## src/rtl/ipsxe_floating_point_fma_pkg.sv

```systemverilog
// Shared definitions for the FMA front-end stages: default widths, operand
// class flag positions, special-value constructors and skid buffer states.
package ipsxe_floating_point_fma_pkg;

    localparam int FMA_EXP_WIDTH = 8;
    localparam int FMA_SIG_WIDTH = 23;
    localparam int FMA_BIAS      = (1 << (FMA_EXP_WIDTH - 1)) - 1;

    // Bit positions inside the per-operand class vector.
    localparam int CLS_ZERO = 0;
    localparam int CLS_INF  = 1;
    localparam int CLS_NAN  = 2;
    localparam int CLS_SNAN = 3;
    localparam int CLS_W    = 4;

    // Constructors return a 64-bit word; callers cast down to their format width.
    // Canonical quiet NaN: sign 0, exponent all ones, fraction MSB set only.
    function automatic logic [63:0] fma_qnan(input int ew, input int sw);
        logic [63:0] r;
        r = ((64'd1 << ew) - 64'd1) << sw;
        r = r | (64'd1 << (sw - 1));
        return r;
    endfunction

    // Infinity with the given sign.
    function automatic logic [63:0] fma_inf(input logic sign, input int ew, input int sw);
        logic [63:0] r;
        r = ((64'd1 << ew) - 64'd1) << sw;
        r = r | (64'(sign) << (ew + sw));
        return r;
    endfunction

    typedef enum logic [1:0] {
        SKID_EMPTY = 2'd0,
        SKID_ONE   = 2'd1,
        SKID_FULL  = 2'd2
    } skid_state_t;

endpackage

```

## src/rtl/ipsxe_floating_point_fma_classify_v1_0.sv

```systemverilog
// Combinational field split and classification of one flushed operand.
module ipsxe_floating_point_fma_classify_v1_0
    import ipsxe_floating_point_fma_pkg::*;
#(
    parameter int EXP_WIDTH = FMA_EXP_WIDTH,
    parameter int SIG_WIDTH = FMA_SIG_WIDTH
) (
    input  logic [EXP_WIDTH+SIG_WIDTH:0] op,
    output logic                         sign,
    output logic [EXP_WIDTH-1:0]         exp,
    output logic [SIG_WIDTH:0]           sig,
    output logic [CLS_W-1:0]             cls
);

    logic [SIG_WIDTH-1:0] frac;
    logic                 exp_zero;
    logic                 exp_ones;

    assign sign     = op[EXP_WIDTH+SIG_WIDTH];
    assign exp      = op[EXP_WIDTH+SIG_WIDTH-1:SIG_WIDTH];
    assign frac     = op[SIG_WIDTH-1:0];
    assign exp_zero = (exp == '0);
    assign exp_ones = (exp == '1);

    // Operands arrive flushed, so a zero exponent always means zero: the
    // significand is forced to 0 regardless of any leftover fraction bits.
    assign sig = exp_zero ? '0 : {1'b1, frac};

    // Class flags.
    always_comb begin
        cls           = '0;
        cls[CLS_ZERO] = exp_zero;
        cls[CLS_INF]  = exp_ones & (frac == '0);
        cls[CLS_NAN]  = exp_ones & (frac != '0);
        cls[CLS_SNAN] = exp_ones & (frac != '0) & ~frac[SIG_WIDTH-1];
    end

endmodule

```

## src/rtl/ipsxe_floating_point_fma_unpack_v1_0.sv

```systemverilog
// FMA operand unpack stage: classification, product exponent, IEEE special
// case resolution, and a two-entry skid buffer with registered ready.
//
//   state       | meaning
//   ------------+--------------------------------------------------
//   SKID_EMPTY  | no entry held, o_valid=0
//   SKID_ONE    | main entry presented on the outputs
//   SKID_FULL   | main presented, skid holds the next entry, o_ready=0
module ipsxe_floating_point_fma_unpack_v1_0
    import ipsxe_floating_point_fma_pkg::*;
#(
    parameter int EXP_WIDTH = FMA_EXP_WIDTH,
    parameter int SIG_WIDTH = FMA_SIG_WIDTH
) (
    input  logic                         i_aclk,
    input  logic                         i_aresetn,
    input  logic                         i_valid,
    output logic                         o_ready,
    input  logic [EXP_WIDTH+SIG_WIDTH:0] i_a,
    input  logic [EXP_WIDTH+SIG_WIDTH:0] i_b,
    input  logic [EXP_WIDTH+SIG_WIDTH:0] i_c,
    output logic                         o_valid,
    input  logic                         i_ready,
    output logic                         o_sign_p,
    output logic                         o_sign_c,
    output logic [EXP_WIDTH+1:0]         o_exp_p,
    output logic [EXP_WIDTH-1:0]         o_exp_c,
    output logic [SIG_WIDTH:0]           o_sig_a,
    output logic [SIG_WIDTH:0]           o_sig_b,
    output logic [SIG_WIDTH:0]           o_sig_c,
    output logic                         o_special,
    output logic [EXP_WIDTH+SIG_WIDTH:0] o_special_res,
    output logic                         o_invalid
);

    localparam int FW = 1 + EXP_WIDTH + SIG_WIDTH;
    localparam int OW = 2 + (EXP_WIDTH + 2) + EXP_WIDTH + 3 * (SIG_WIDTH + 1) + 1 + FW + 1;
    localparam logic [EXP_WIDTH+1:0] BIAS    = (EXP_WIDTH + 2)'((1 << (EXP_WIDTH - 1)) - 1);
    localparam logic [FW-1:0]        QNAN    = FW'(fma_qnan(EXP_WIDTH, SIG_WIDTH));
    localparam logic [FW-1:0]        INF_POS = FW'(fma_inf(1'b0, EXP_WIDTH, SIG_WIDTH));

    logic                 sa, sb, sc;
    logic [EXP_WIDTH-1:0] ea, eb, ec;
    logic [SIG_WIDTH:0]   siga, sigb, sigc;
    logic [CLS_W-1:0]     cla, clb, clc;

    ipsxe_floating_point_fma_classify_v1_0 #(.EXP_WIDTH(EXP_WIDTH), .SIG_WIDTH(SIG_WIDTH)) u_cls_a (
        .op(i_a), .sign(sa), .exp(ea), .sig(siga), .cls(cla)
    );
    ipsxe_floating_point_fma_classify_v1_0 #(.EXP_WIDTH(EXP_WIDTH), .SIG_WIDTH(SIG_WIDTH)) u_cls_b (
        .op(i_b), .sign(sb), .exp(eb), .sig(sigb), .cls(clb)
    );
    ipsxe_floating_point_fma_classify_v1_0 #(.EXP_WIDTH(EXP_WIDTH), .SIG_WIDTH(SIG_WIDTH)) u_cls_c (
        .op(i_c), .sign(sc), .exp(ec), .sig(sigc), .cls(clc)
    );

    logic                 sign_p;
    logic [EXP_WIDTH+1:0] exp_p;
    logic                 any_nan, any_snan;
    logic                 p_inf, p_zero, inf_x_zero, inf_sub;
    logic                 special;
    logic [FW-1:0]        special_res;
    logic                 invalid;

    assign sign_p = sa ^ sb;
    // Wraps in two's complement at EXP_WIDTH+2 bits; later stages handle range.
    assign exp_p  = {2'b00, ea} + {2'b00, eb} - BIAS;

    assign any_nan    = cla[CLS_NAN]  | clb[CLS_NAN]  | clc[CLS_NAN];
    assign any_snan   = cla[CLS_SNAN] | clb[CLS_SNAN] | clc[CLS_SNAN];
    assign p_inf      = cla[CLS_INF]  | clb[CLS_INF];
    assign p_zero     = cla[CLS_ZERO] | clb[CLS_ZERO];
    assign inf_x_zero = (cla[CLS_INF] & clb[CLS_ZERO]) | (clb[CLS_INF] & cla[CLS_ZERO]);
    // Only a genuinely infinite product can cancel against an infinite c.
    assign inf_sub    = p_inf & ~p_zero & ~any_nan & clc[CLS_INF] & (sign_p != sc);

    // Special-case priority mux.
    always_comb begin
        special     = 1'b0;
        special_res = '0;
        invalid     = 1'b0;
        if (any_nan | inf_x_zero | inf_sub) begin
            special     = 1'b1;
            special_res = QNAN;
            invalid     = any_snan | inf_x_zero | inf_sub;
        end else if (p_inf) begin
            special     = 1'b1;
            special_res = {sign_p, INF_POS[FW-2:0]};
        end else if (clc[CLS_INF]) begin
            special     = 1'b1;
            special_res = {sc, INF_POS[FW-2:0]};
        end else if (p_zero & clc[CLS_ZERO]) begin
            special     = 1'b1;
            special_res = {sign_p & sc, {(FW - 1){1'b0}}};
        end
    end

    logic [OW-1:0] new_w, main_q, skid_q;
    skid_state_t   state;
    logic          accept, fire;

    assign new_w  = {sign_p, sc, exp_p, ec, siga, sigb, sigc, special, special_res, invalid};
    assign accept = i_valid & o_ready;
    assign fire   = o_valid & i_ready;

    assign {o_sign_p, o_sign_c, o_exp_p, o_exp_c, o_sig_a, o_sig_b, o_sig_c,
            o_special, o_special_res, o_invalid} = main_q;

    // Skid buffer FSM; o_valid/o_ready are registered from the next state.
    always_ff @(posedge i_aclk or negedge i_aresetn) begin
        if (!i_aresetn) begin
            state   <= SKID_EMPTY;
            main_q  <= '0;
            skid_q  <= '0;
            o_valid <= 1'b0;
            o_ready <= 1'b1;
        end else begin
            case (state)
                SKID_EMPTY: begin
                    if (accept) begin
                        main_q  <= new_w;
                        state   <= SKID_ONE;
                        o_valid <= 1'b1;
                        o_ready <= 1'b1;
                    end
                end
                SKID_ONE: begin
                    case ({accept, fire})
                        2'b11: main_q <= new_w;
                        2'b10: begin
                            skid_q  <= new_w;
                            state   <= SKID_FULL;
                            o_ready <= 1'b0;
                        end
                        2'b01: begin
                            state   <= SKID_EMPTY;
                            o_valid <= 1'b0;
                        end
                        default: ;
                    endcase
                end
                SKID_FULL: begin
                    if (fire) begin
                        main_q  <= skid_q;
                        state   <= SKID_ONE;
                        o_ready <= 1'b1;
                    end
                end
                default: begin
                    state   <= SKID_EMPTY;
                    o_valid <= 1'b0;
                    o_ready <= 1'b1;
                end
            endcase
        end
    end

endmodule
```

## config.mk

```make
export PLATFORM = sky130hd
export DESIGN_NAME = ipsxe_floating_point_fma_unpack_v1_0
export DESIGN_NICKNAME = d
export VERILOG_FILES = /design/src/rtl/ipsxe_floating_point_fma_pkg.sv /design/src/rtl/ipsxe_floating_point_fma_classify_v1_0.sv /design/src/rtl/ipsxe_floating_point_fma_unpack_v1_0.sv
export SDC_FILE = /design/constraint.sdc
export NUM_CORES = 1
export LEC_CHECK = 0
export ABC_AREA = 1
export ABC_CLOCK_PERIOD_IN_PS = 2250
export CAP_MARGIN = 20
export CORE_MARGIN = 5
export CORE_UTILIZATION = 49
export DETAILED_ROUTE_END_ITERATION = 6
export GPL_ROUTABILITY_DRIVEN = 0
export PLACE_DENSITY = 0.77
export SYNTH_ARGS = -nofsm -noshare
export SYNTH_HDL_FRONTEND = slang
export SYNTH_SLANG_ARGS = --single-unit
```

## constraint.sdc

```tcl
create_clock -name i_aclk -period 2.25 [get_ports i_aclk]
set_input_delay 0.675 -clock i_aclk [delete_from_list [all_inputs] [get_ports i_aclk]]
set_output_delay 0.675 -clock i_aclk [all_outputs]
set_load 0.01 [all_outputs]
```

==> results of run 1 <==
-- synthesized netlist by cell type (all sizes together) --
library cell / n
nand2: 329
inv: 60
nand3: 40
clkbuf: 23
xnor2: 3
conb: 1
ha: 19
or2: 1
o31ai: 2
dfrtp: 197
nor2: 94
and2: 1
o21ai: 205
fa: 1
dfstp: 1
buf: 76
a21oi: 76
a2bb2oi: 1
o211ai: 1
xor2: 3
nor3: 3
nand4: 8
o21a: 44
-- power by group through the flow --
stage / Combinational (mW) / Clock [mW] / Sequential, mW
2_1_floorplan: 4.14 / 0 / 6.50
3_3_place_gp: 8.16 / 0 / 6.19
3_5_place_dp: 8.38 / 0 / 6.25
4_1_cts: 8.43 / 3.05 / 6.21
5_1_grt: 9.26 / 3.21 / 6.42
6_report: 8.37 / 3.00 / 6.22
-- worst max-delay path, cell delays in order --
cell and delay (ps):
clkdlybuf4s50_1 450, ha_1 320, ha_1 340, a21oi_1 90, o21a_1 170, nand2_1 70, xor2_1 200, nor2_1 60
o21ai_1 170
-- routing by layer --
metal  vias to the layer above  global-route usage, %
met5                         -                      0
met4                         0                   5.67
met3                        22                   4.76
met2                       285                   38.3
met1                      4280                   33.0
li1                       4409                      -
-- cells by family after synthesis --
logic type | count (synthesis) | share of synthesized area (%)
compound gates | 329 | 18.1
xor+xnor | 6 | 0.538
fa+ha+maj | 20 | 2.64
buf+inv | 159 | 8.15
flops | 198 | 50.7
other cells | 1 | 0.0384
simple gates | 476 | 19.8
-- flip-flops by register name, indices dropped and copies added, names as in the netlist --
| signal | cells |
|---|---|
| main_q | 97 |
| skid_q | 97 |
| state | 2 |
| o_ready | 1 |
| o_valid | 1 |
-- layout make-up --
cell class	instances	area, um^2
timing repair buffer	337	3270
tap	265	332
clock inverter	14	138
fill	1536	5950
inverter	60	228
multi-input combinational	853	4220
clock buffer	18	439
sequential	198	4960
-- final timing paths --
path / start / end / slack (ps) / cells past startpoint
hold / removal: i_aresetn / skid_q[116]$_DFFE_PN0P_ / 210 / 1
min in group i_aclk: skid_q[50]$_DFFE_PN0P_ / skid_q[50]$_DFFE_PN0P_ / 480 / 2
hold reg to reg: skid_q[50]$_DFFE_PN0P_ / skid_q[50]$_DFFE_PN0P_ / 480 / 2
setup / recovery: i_a[28] / main_q[122]$_DFFE_PN0P_ / 60 / 9
setup reg to reg: o_ready$_DFFE_PN1P_ / main_q[118]$_DFFE_PN0P_ / 380 / 10
max in group asynchronous: i_aresetn / o_ready$_DFFE_PN1P_ / 1360 / 2
-- per-stage QoR --
| stage | power, mW | area, um^2 | instances | hold slack (ps) |
|---|---|---|---|---|
| 2_1_floorplan | 10.6 | 9880 | 1210 | 379 |
| 3_3_place_gp | 14.4 | 12900 | 1713 | 456 |
| 3_5_place_dp | 14.6 | 12900 | 1713 | 460 |
| 4_1_cts | 17.7 | 13500 | 1745 | 213 |
| 5_1_grt | 18.9 | 13600 | 1745 | 226 |
| 6_report | 17.6 | 13600 | 1745 | 209 |
-- timing repair --
action                     in CTS  in global routing
resized for setup               5                 16
pin swaps                       2                  3
setup endpoints to repair       6                 19
==> run_results.csv, run 1 <==
group,metric,value,unit
status,status,"finished clean",
worst_setup_path,end_kind,"flip-flop",
die,core_area,19500,um^2
route,drc_errors,0,
die,die_h,151,um
yosys,synth_cells,1189,
min_path,min_path_type,"in2async",
layout,layout_commonest_cell,"nand2_1",
yosys,syn_area,9770,um^2
yosys,yosysTopAreaCell,"dfrtp_1",
global_route,grt_pass1_wl,43200,um
power_and_ir_drop,p_sw,6.63,mW
route,wirelength,26900,um
layout,nNetsFinal,1587,
global_route,grt_overflow_total,0,
yosys,ys_seq_area_share,50.7,%
timing,max_freq,456,MHz
yosys,synthTopCellsByArea,"dfrtp_1, nand2_1, o21ai_1",
cts,clock_latency,430,ps
layout,final_cell_mix,"nand2_1, dfrtp_1, clkdlybuf4s50_1, buf_4, o21ai_1",
cts,cts_tree,"done",
route,drtPass1Iterations,5,
timing,fin_crit_sh,97.4,%
timing,finalClockSkew,12.9,ps
yosys,ys_types,34,
power_and_ir_drop,powerDensity,1290,nW/um^2
cts,cts_buffers,17,
power_and_ir_drop,vdd.ir_drop.worst,0.000774,V
run,cap_viol_max_count,0,
die,num_rows,51,
timing,period_needed,2190,ps
route,vias_per_cell,5.16,
timing,finalWorstSetupSlack,57.8,ps
cts,clockBufferDepth,2,
power_and_ir_drop,switching_share,37.7,%
timing,setup_viol,0,
timing,max_slew_margin,66.5,%
route,drtIter0Drc,660,
die,start_util,50.0,%
worst_setup_path,cp.arrival,2540,ps
die,die_x,151,um
route,drt-wirelength-per-cell,15.4,um
yosys,ys_seq_elements,198,
route,postRouteAntennaNets,0,
global_route,grt_pass1_vias,8613,
yosys,netlist.area_leader.share,50.5,%
cts,cts.sinks,198,
power_and_ir_drop,p_int,10.9,mW
yosys,post_synth.cell_area_avg,8.21,um^2
cts,clkTransAtPathRegs,80,ps
layout,area_growth,39.0,%
power_and_ir_drop,p_leak,6.42,nW
layout,antenna_cells,0,
worst_setup_path,worst_ep_required_time,2600,ps
timing,hold_violations,0,
timing,worst_pin_slew,502,ps
worst_setup_path,cp_max_fo,4,
power_and_ir_drop,power_frac_clock,17.0,%
place,dpl.hpwl,19100,um
place,preCtsSetupSlack,-593,ps
die,dieArea,22900,um^2
cts,ctsHoldBuffers,0,
route,wl_met3,1820,um
power_and_ir_drop,p_seq_share,35.4,%
power_and_ir_drop,comb_power_share,47.6,%
place,io_buffers,205,
worst_setup_path,start_kind,"primary input",
global_route,grt_max_degree,65,
route,met2_length,12900,um
cts,h-tree-depth,4,
cts,root_buffer,"clkbuf_16",
timing,report.final.slew_viol_count,0,
cts,post_cts_buffers,0,
layout,drive_above_1_share,14.5,%
timing,finalSetupTns,0,ps
layout,fin_util,69.6,%
yosys,yosys_warnings,0,
route,m1WireLength,11900,um
route,maxUsedRoutingLayer,"met4",
worst_setup_path,crit_type,"in2reg",
global_route,antenna_found_initial,0,
global_route,grt_use_total,23.7,%
route,dr_total_vias,8996,
die,io_pins,228,
Power figures use the tool's default switching activity.
==> inputs of run 2 (changes only) <==
--- a/config.mk
+++ b/config.mk
@@ -13,6 +13,7 @@
 export DETAILED_ROUTE_END_ITERATION = 6
 export GPL_ROUTABILITY_DRIVEN = 0
 export PLACE_DENSITY = 0.77
+export REMOVE_ABC_BUFFERS = 1
 export SYNTH_ARGS = -nofsm -noshare
 export SYNTH_HDL_FRONTEND = slang
 export SYNTH_SLANG_ARGS = --single-unit
==> run_results.csv, run 2 (synthesis gave the netlist of run 1 again) <==
group,metric,value,unit
status,status,"finished clean",
worst_setup_path,crit_family,"adder cells",
route,dr_total_vias,9119,
timing,rsz0062_at_grt,"true",
cts,root_buffer,"clkbuf_16",
timing,worst_pin_slew,760,ps
timing,report.final.slew_viol_count,0,
timing,finalClockSkew,11.2,ps
cts,clockBufferDepth,2,
cts,cts.sinks,198,
layout,top_regs,"main_q (97), skid_q (97), state (2)",
route,drtIter0Drc,696,
worst_setup_path,worst-path-buf-inv,1,
global_route,grt_pass1_wl,43900,um
min_path,min_path_type,"in2async",
layout,drive_above_1_share,15.1,%
place,dpl.hpwl,19600,um
worst_setup_path,crit_path_end,"main_q[122]$_DFFE_PN0P_",
run,cap_viol_max_count,0,
timing,period_needed,2200,ps
worst_setup_path,rrSetupSlack,370,ps
layout,final_cell_mix,"nand2_1, dfrtp_1, clkdlybuf4s50_1, buf_4, o21ai_1",
worst_setup_path,rr_worst_depth,10,
timing,max_slew_margin,49.3,%
route,vias_per_cell,5.23,
route,wirelength,27700,um
timing,setup_viol,0,
die,dieArea,22900,um^2
layout,layout_commonest_cell,"nand2_1",
die,die_x,151,um
cts,cts_tree,"done",
power_and_ir_drop,p_leak,6.37,nW
timing,fin_crit_sh,97.9,%
worst_setup_path,r2r_start,"o_ready$_DFFE_PN1P_",
worst_setup_path,crit_type,"in2reg",
cts,ctsHoldBuffers,0,
worst_setup_path,worst_r2r_endpoint,"main_q[119]$_DFFE_PN0P_",
die,core_area,19500,um^2
cts,h-tree-depth,4,
die,io_pins,228,
worst_setup_path,crit_start,"i_a[29]",
place,io_buffers,205,
layout,fin_cells,1745,
cts,cts_buffers,17,
route,postRouteAntennaNets,0,
die,die_h,151,um
route,drt-wirelength-per-cell,15.9,um
global_route,antenna_found_initial,0,
layout,antenna_cells,0,
layout,nNetsFinal,1587,
power_and_ir_drop,vdd.ir_drop.worst,0.000727,V
worst_setup_path,crit_chain,"clkdlybuf4s50_1, ha_1, ha_4, nand2_1, o21a_1, nand2_2, xor2_2, nor2_1, o21ai_1",
worst_setup_path,cp_slowest_cell,"clkdlybuf4s50_1",
worst_setup_path,max_stage_delay,430,ps
timing,max_freq,454,MHz
global_route,grt_pass1_vias,8790,
die,start_util,50.0,%
place,placed_cells,1712,
route,drc_errors,0,
route,drtPass1Iterations,5,
timing,hold_violations,0,
timing,holdWs,129,ps
die,num_rows,51,
power_and_ir_drop,powerDensity,1290,nW/um^2
worst_setup_path,cp_max_fo,4,
worst_setup_path,start_kind,"primary input",
worst_setup_path,cp.arrival,2560,ps
worst_setup_path,end_kind,"flip-flop",
global_route,grt_overflow_total,0,
global_route,grt_use_total,24.0,%
layout,area_growth,39.3,%
worst_setup_path,cp.depth,9,
worst_setup_path,worst_ep_required_time,2600,ps
global_route,grt_max_degree,74,
cts,clkTransAtPathRegs,80,ps
cts,clock_latency,430,ps
[run 2: worst min-delay path by stage]
stage	end	slack, ps	from
finish	skid_q[97]$_DFFE_PN0P_	130	i_aresetn
global route	main_q[100]$_DFFE_PN0P_	130	i_aresetn
CTS	main_q[97]$_DFFE_PN0P_	130	i_aresetn
detailed placement	skid_q[54]$_DFFE_PN0P_	460	skid_q[54]$_DFFE_PN0P_
global placement	skid_q[34]$_DFFE_PN0P_	460	skid_q[34]$_DFFE_PN0P_
floorplan	main_q[0]$_DFFE_PN0P_	380	i_aresetn
[run 2: stage by stage]
step           util, %  TNS [ps]  setup slack (ps)  area (um^2)  power (mW)
6_report          69.7         0              47.4        13600        17.6
5_1_grt           69.7      -101             -85.8        13600        18.9
4_1_cts           68.9     -43.5             -43.5        13400        17.6
3_5_place_dp      65.7    -28310              -865        12800        14.5
3_3_place_gp      65.7    -22400              -744        12800        14.1
2_1_floorplan        -   -271560             -2000         9280        10.1
[run 2: per-layer routing]
| metal | GRT usage, % | vias to the layer above | routed length [um] |
|---|---|---|---|
| met5 | 0 | - | 0 |
| met4 | 6.35 | 0 | 489 |
| met3 | 4.73 | 43 | 1920 |
| met2 | 40.2 | 330 | 13700 |
| met1 | 32.1 | 4339 | 11600 |
| li1 | - | 4407 | - |
[run 2: area by class of cell]
class | instances | area (um^2)
repair buffers | 337 | 3220
clock buffers | 20 | 447
inverters | 60 | 228
well taps | 265 | 332
fillers | 1563 | 5920
clock inverters | 12 | 141
multi-input cells | 853 | 4280
flip-flops and latches | 198 | 4960
[run 2: power by group]
part,switching [mW],internal (mW)
Sequential,0.928,5.29
Clock,1.41,1.69
Combinational,4.20,4.05
[run 2: repair_timing]
action | in CTS | in global routing
setup endpoints to repair | 20 | 11
gates resized for setup | 14 | 29
buffers inserted | 0 | 1
pin swaps | 4 | 6
